--- src/rtl/bloom_filter_bitarray_ctrl.sv ---
// rtl/bloom_filter_bitarray_ctrl.sv - bloom filter 2048-bit membership array controller (optional: BLOOM_QUERY_EARLY_EXIT_EN)
module bloom_filter_bitarray_ctrl #(
  parameter int WORDS = 64
) (
  input  logic        clk,
  input  logic        rst_n,
  input  logic        req_valid,
  output logic        req_ready,
  input  logic [1:0]  req_op,
  input  logic [10:0] hash_0,
  input  logic [10:0] hash_1,
  input  logic [10:0] hash_2,
  input  logic [10:0] hash_3,
  input  logic [10:0] hash_4,
  input  logic [10:0] hash_5,
  input  logic [10:0] hash_6,
  output logic        rsp_valid,
  input  logic        rsp_ready,
  output logic        rsp_hit,
  output logic [11:0] fill_count
);

  localparam logic [1:0] OP_QUERY  = 2'b00;
  localparam logic [1:0] OP_INSERT = 2'b01;
  localparam logic [1:0] OP_CLEAR  = 2'b10;
  localparam logic [5:0] LAST_WORD = 6'd63;
  localparam logic [2:0] LAST_K    = 3'd6;

  typedef enum logic [2:0] {INIT, IDLE, RD, EVAL, CLR, RESP} state_t;

  state_t      state_q, state_d;
  logic [5:0]  ptr_q;
  logic [2:0]  k_q;
  logic        miss_q;
  logic [1:0]  op_q;
  logic [11:0] fill_q;
  logic [10:0] h_q [7];

  logic [31:0] mem [WORDS];
  logic [5:0]  mem_addr;
  logic        mem_we;
  logic [31:0] mem_wdata;
  logic [31:0] mem_rdata;

  logic [10:0] h_sel;
  logic        cur_bit;
  logic        ins_new;

  assign h_sel   = h_q[k_q];
  assign cur_bit = mem_rdata[h_sel[4:0]];
  assign ins_new = (op_q == OP_INSERT) && !cur_bit;

  // Single-port synchronous RAM, write-first, contents never reset
  always_ff @(posedge clk) begin
    if (mem_we) begin
      mem[mem_addr] <= mem_wdata;
      mem_rdata     <= mem_wdata;
    end else begin
      mem_rdata     <= mem[mem_addr];
    end
  end

  // Next-state, RAM port and handshake decode
  always_comb begin
    state_d   = state_q;
    mem_addr  = ptr_q;
    mem_we    = 1'b0;
    mem_wdata = 32'd0;
    req_ready = 1'b0;
    rsp_valid = 1'b0;
    case (state_q)
      INIT: begin
        mem_we = 1'b1;
        if (ptr_q == LAST_WORD) state_d = IDLE;
      end
      IDLE: begin
        req_ready = 1'b1;
        if (req_valid) begin
          case (req_op)
            OP_QUERY, OP_INSERT: state_d = RD;
            OP_CLEAR:            state_d = CLR;
            default:             state_d = RESP;
          endcase
        end
      end
      RD: begin
        mem_addr = h_sel[10:5];
        state_d  = EVAL;
      end
      EVAL: begin
        mem_addr = h_sel[10:5];
        if (ins_new) begin
          mem_we    = 1'b1;
          mem_wdata = mem_rdata | (32'd1 << h_sel[4:0]);
        end
        if (k_q == LAST_K) begin
          state_d = RESP;
`ifdef BLOOM_QUERY_EARLY_EXIT_EN
        end else if ((op_q == OP_QUERY) && !cur_bit) begin
          state_d = RESP;
`endif
        end else begin
          state_d = RD;
        end
      end
      CLR: begin
        mem_we = 1'b1;
        if (ptr_q == LAST_WORD) state_d = RESP;
      end
      RESP: begin
        rsp_valid = 1'b1;
        if (rsp_ready) state_d = IDLE;
      end
      default: state_d = INIT;
    endcase
  end

  // State register plus word pointer, index counter, miss flag and fill counter
  always_ff @(posedge clk or negedge rst_n) begin
    if (!rst_n) begin
      state_q <= INIT;
      ptr_q   <= 6'd0;
      k_q     <= 3'd0;
      miss_q  <= 1'b0;
      op_q    <= OP_QUERY;
      fill_q  <= 12'd0;
      for (int i = 0; i < 7; i++) h_q[i] <= 11'd0;
    end else begin
      state_q <= state_d;
      case (state_q)
        INIT, CLR: begin
          ptr_q  <= ptr_q + 6'd1;
          fill_q <= 12'd0;
        end
        IDLE: begin
          if (req_valid) begin
            op_q   <= req_op;
            k_q    <= 3'd0;
            ptr_q  <= 6'd0;
            // clear and reserved opcodes always answer with hit = 0
            miss_q <= req_op[1];
            h_q[0] <= hash_0;
            h_q[1] <= hash_1;
            h_q[2] <= hash_2;
            h_q[3] <= hash_3;
            h_q[4] <= hash_4;
            h_q[5] <= hash_5;
            h_q[6] <= hash_6;
          end
        end
        EVAL: begin
          k_q <= k_q + 3'd1;
          if (!cur_bit) miss_q <= 1'b1;
          if (ins_new) fill_q <= fill_q + 12'd1;
        end
        default: ;
      endcase
    end
  end

  assign rsp_hit    = (state_q == RESP) && !miss_q;
  assign fill_count = fill_q;

endmodule

--- config.mk ---
export PLATFORM = sky130hd
export DESIGN_NAME = bloom_filter_bitarray_ctrl
export DESIGN_NICKNAME = d
export VERILOG_FILES = /design/src/rtl/bloom_filter_bitarray_ctrl.sv
export SDC_FILE = /design/constraint.sdc
export NUM_CORES = 2
export LEC_CHECK = 0
export CAP_MARGIN = 20
export CORE_MARGIN = 2
export CORE_UTILIZATION = 55
export CTS_CLUSTER_DIAMETER = 200
export CTS_CLUSTER_SIZE = 24
export DETAILED_ROUTE_END_ITERATION = 8
export HOLD_SLACK_MARGIN = 0.02
export PLACE_DENSITY = 0.71
export SYNTH_ARGS = -nofsm -noshare
export SYNTH_HDL_FRONTEND = slang
export SYNTH_SLANG_ARGS = --single-unit
--- constraint.sdc ---
create_clock -name clk -period 7.7 [get_ports clk]
set_input_delay 1.54 -clock clk [delete_from_list [all_inputs] [get_ports clk]]
set_output_delay 1.54 -clock clk [all_outputs]
set_load 0.05 [all_outputs]
# Word level (Yosys, flattened, before mapping)
# Memory sizes are Yosys's and may differ from the RTL's. A register that Yosys moved wholly into a read port is not among the register bits.
# Cells that the tools add are included.
word_totals:
  register_bits: 104
  latch_bits: 0
  ramBits: 2048
  romBits: 0
  inputBits: 83
  out_inout_bits: 15
  wordCells: 86
  mem_count: 1
classes:
  add_sub_neg: 3
  mul: 0
  div: 0
  n_lt_le_gt_ge: 2
  n_eq_ne: 16
  shift: 1
  muxes: 30
  n_bitwise: 2
  n_reduce_logical: 18
mem_list:
  columns: ["name", "words", "word_bits", "rd", "rd_clocked_by_memory_dff", "wr", "line_no", "source"]
  rows:
  - ["mem", 64, 32, 1, 1, 1, "39", "logic [31:0] mem [WORDS];"]
ops:
  columns: ["operator", "count"]
  rows:
  - ["32-bit two-way mux", 2]
  - ["11-bit binary-select mux with 3-bit select", 1]
  - ["32-bit OR", 1]
  - ["1-bit by 5-bit << shifter with 32-bit output (first input constant)", 1]
  - ["12-bit case mux with 2 select lines", 1]
  - ["11-bit two-way mux", 2]
  - ["3-bit two-way mux", 6]
  - ["3-bit case mux with 6 select lines", 1]
  - ["12-bit by 1-bit adder with 12-bit output (second input constant)", 1]
  - ["12-bit two-way mux", 1]
  - ["6-bit two-way mux", 2]
  - ["2-bit inequality test (second input constant)", 6]
  - ["3-bit case mux with 2 select lines", 2]
  - ["6-bit case mux with 2 select lines", 1]
  - ["3-bit == test (second input constant)", 3]
  - ["1-bit two-way mux", 8]
  - ["2-bit AND reduction", 4]
  - ["6-bit by 1-bit adder with 6-bit output (second input constant)", 1]
  - ["3-bit by 2-bit == test with 1-bit output (second input constant)", 2]
  - ["6-bit == test (second input constant)", 1]
  - ["5-bit by 6-bit less-than comparator with 1-bit output (second input constant)", 1]
  - ["2-bit nonzero test", 3]
  - ["2-bit OR reduction", 3]
  - ["1-bit binary-select mux with 5-bit select", 1]
  - ["13 further kinds", 17]

# Depth between registers and ports, before layout
depth:
  depth_word: 12
  ltp_mapped: 19
  ltp_nobuf: 10

# Worst setup path before layout
# Ideal clock, no wire load.
synth_path:
  path_kind: "register -> register"
  start: "register (tool-made name)"
  end: "memory mem[40][0] (enable)"
  setup_ns: 0.502
  arrival_time_ns: 6.170
  t_required_ns: 7.198
  slack_ns: 1.028
  path_stages_with_launch: 16
  path_buffers: 6
  period_less_slack_ns: 6.672
  cell_sequence: "dfxtp_1 -> buf_2 -> buf_2 -> buf_2 -> clkbuf_1 -> mux4_2 -> mux2i_1 -> o32ai_1 -> a2111oi_0 -> nand2_1 -> a211o_1 -> a41oi_2 -> a21oi_2 -> buf_6 -> buf_6 -> nor4_1"
synth_rtl:
  columns: ["item", "line_no"]
  rows:
  - ["end: declaration", "39"]

==> results.sh <==
export IMPL_h_tree_depth=3
export IMPL_worst_setup_path_start_kind="flop"
export IMPL_setup_viol=0
export IMPL_clock_root_buffer="clkbuf_16"
export IMPL_crit_path_max_fanout=60
export IMPL_ant_nets=0
export IMPL_rr_endpoint="mem[7][16]$_DFFE_PP_"
export IMPL_yosys_warnings=0
export IMPL_drc=0
export IMPL_crit_type="reg2reg"
export IMPL_gr_total_overflow=0
export IMPL_die_h_um=397.2
export IMPL_routed_wirelength_mm=244.0
export IMPL_syn_inst=4375
export IMPL_ff2ff_path_depth=14
export IMPL_grt_first_pass_wirelength_mm=340.2
export IMPL_io_buffers=97
export IMPL_ys_top_cells_by_area="edfxtp_1 (72%), mux4_2 (11%), mux2i_1 (3.4%), dfrtp_1 (3.1%), nand2_1 (2.0%)"
export IMPL_cts_buffers=99
export IMPL_grt_pass1_vias=43967
export IMPL_status="complete, no violations"
export IMPL_synth_edff_count=2048
export IMPL_place_congestion=0.9990
export IMPL_hold_class="reg2reg"
export IMPL_num_fill_cells=10836
export IMPL_cp_arrival_ps=7160
export IMPL_mostFrequentLayoutCell="edfxtp_1"
export IMPL_dpl_hpwl_mm=154.3
export IMPL_hold_depth=2
export IMPL_post_synth_num_cell_types=74
export IMPL_cts_tree="done"
export IMPL_fin_skew_ps=31.16
export IMPL_clk_pin_slew_ps=100
export IMPL_fp_dieW_um=397.2
export IMPL_worstMarginPinSlew_ps=1183
export IMPL_cp_required_ps=8110
export IMPL_r2r_slack_ps=950
export IMPL_vias=45393
export IMPL_cts_resized=0
export IMPL_yosysSeqAreaShare_pct=75.53
export IMPL_period_needed_ps=6750
export IMPL_yosysTopAreaCell="edfxtp_1"
export IMPL_syn_nets=4462
export IMPL_leakagePower_nw=34.28
export IMPL_grt_total_usage_pct=31.09
export IMPL_initial_core_util_pct=55.26
export IMPL_hold_buffers=0
export IMPL_fin_crit_sh_pct=87.67
export IMPL_final_cells=6681
export IMPL_hold_start="h_q[43]$_DFFE_PN0P_"
export IMPL_cts_sinks=2158
export IMPL_drv_cap=0
export IMPL_placementRows=144
export IMPL_avgSynthCellArea_um2=19.44
export IMPL_fin_nets=4678
export IMPL_synth_seq_cells=2158
export IMPL_power_density_nw_per_um2=320.4
export IMPL_synth_top_area_share_pct=72.33
export IMPL_cts_setup_buffers=0
export IMPL_pin_count=98
export IMPL_coreArea_um2=153900
export IMPL_endpoint_kind="flop"
export IMPL_antenna_found_initial=6
export IMPL_clkLatencyLatePin_ps=780
export IMPL_peakVddDrop_v=0.0002440
export IMPL_dieArea_um2=157800
export IMPL_grt_max_degree=89
export IMPL_drive_above_1_share_pct=20.75
export IMPL_holdWs_ps=480.3
export IMPL_clockBufferDepth=3
export IMPL_viasPerCell=6.794
export IMPL_clock_fmax_ghz=0.1481
export IMPL_maxSlewViolCount=0
export IMPL_rsz0062_at_grt="no"
export IMPL_dpl_cell_count=6530
export IMPL_finalHoldViolCount=0
export IMPL_worst_hold_path_endpoint="h_q[43]$_DFFE_PN0P_"
export IMPL_area_delta_synth_final_pct=9.672
export IMPL_slew_headroom_pct=21.16
export IMPL_synthesis_area_um2=85030
export IMPL_synthFlopType="edfxtp_1"
export IMPL_synthArstFlopShare_pct=4.819
export IMPL_fin_tns_setup_ps=0
export IMPL_avgRoutedWirePerCell_um=36.53
export IMPL_final_cell_mix="edfxtp_1 (2048), nand2_1 (446), mux4_2 (426)"
export IMPL_drt_iter0_markers=6938
export IMPL_first_pass_iters=7
-- flip-flops by register name, indices dropped and copies added (netlist names), named ones only --
register,count
ptr_q,6
miss_q,1
k_q,3
h_q,77
op_q,2
state_q,3
fill_count,12
mem,2048
-- critical path: stages (launching register included) --
cell and delay, ps:
dfxtp_4 840, buf_12 340, buf_12 450, buf_4 390
mux4_2 550, mux2i_1 200, o32ai_1 260, a2111oi_0 850
nand2_1 160, a211o_1 350, a41oi_2 320, a21oi_4 310
buf_12 300, nor4_2 390, buf_4 490
-- how the worst max path moves through the flow --
stage,startpoint,slack (ps),endpoint
6_report,flop,950,mem[7][16]$_DFFE_PP_
5_1_grt,flop,700,mem[7][24]$_DFFE_PP_
4_1_cts,flop,930,mem[7][30]$_DFFE_PP_
3_5_place_dp,flop,950,mem[7][4]$_DFFE_PP_
3_3_place_gp,flop,630,mem[7][4]$_DFFE_PP_
2_1_floorplan,flop,1030,mem[40][0]$_DFFE_PP_
-- kinds of logic after synthesis --
kind of cell | after synthesis | share of synthesized area, %
DFF | 2158 | 75.53
and+or+nand+nor | 795 | 4.086
muxes | 750 | 15.15
AOI/OAI and AO/OA | 407 | 3.373
buffers and inverters | 258 | 1.775
adders and majority gates | 4 | 0.05886
xor gates and xnor gates | 3 | 0.03091
-- power breakdown --
part           switching (mW)  internal [mW]
logic                    6.87           3.29
clock network            3.47           2.46
registers               0.411           13.4
total                    10.7           19.1
-- synthesized netlist by cell type, types with 13 or more instances --
library cell  instances
a221oi_1             14
mux2i_1             290
buf_1                15
buf_2                69
clkbuf_1             73
mux4_2              426
mux2_2               34
nand4_1              13
nor2b_1              24
buf_6                40
o22ai_1              49
a21oi_1              75
a22oi_1              74
nand2b_1             14
o221ai_1             21
buf_4                41
nor4_1               16
and2_1               14
nand2_1             448
or2_2                14
edfxtp_1           2048
a221o_1              17
inv_1                15
nor2_1              133
nor3_1               21
o21ai_0              40
dfrtp_1             104
nand3_1              49
and3_1               20
a31oi_1              24
-- per-stage QoR --
stage / worst slack (ps) / instance area [um2] / power, mW / utilization (%)
finish: 949.6 / 93250 / 29.88 / 60.61
global route: 704.1 / 93250 / 30.55 / 60.60
CTS: 926.2 / 93200 / 29.69 / 60.57
detailed placement: 949.1 / 90430 / 23.96 / 58.77
global placement: 628.7 / 90390 / 23.91 / 58.75
floorplan: 1028 / 85030 / 19.77 / -
-- metal layers --
layer | vias up | wire (um) | track usage [%] | share of wire [%]
met3 | 502 | 27900 | 7.196 | 11
met5 | - | 46 | 0 | 0.019
met2 | 2944 | 114200 | 48.05 | 47
met1 | 23843 | 90080 | 43.37 | 37
met4 | 8 | 11790 | 12.59 | 4.8
li1 | 18096 | - | - | -
-- cell type report --
class,instances,area (um2),share of cell area (%)
diodes,1,2.502,0.002683
flip-flops and latches,2158,64240,68.88
inverters,20,81.33,0.08721
clock buffers,142,2713,2.909
clock inverters,4,53.80,0.05769
repair buffers,353,3563,3.821
multi-input cells,1959,20050,21.50
well taps,2044,2557,2.742
Note: power is estimated with default switching activity, not from simulation.
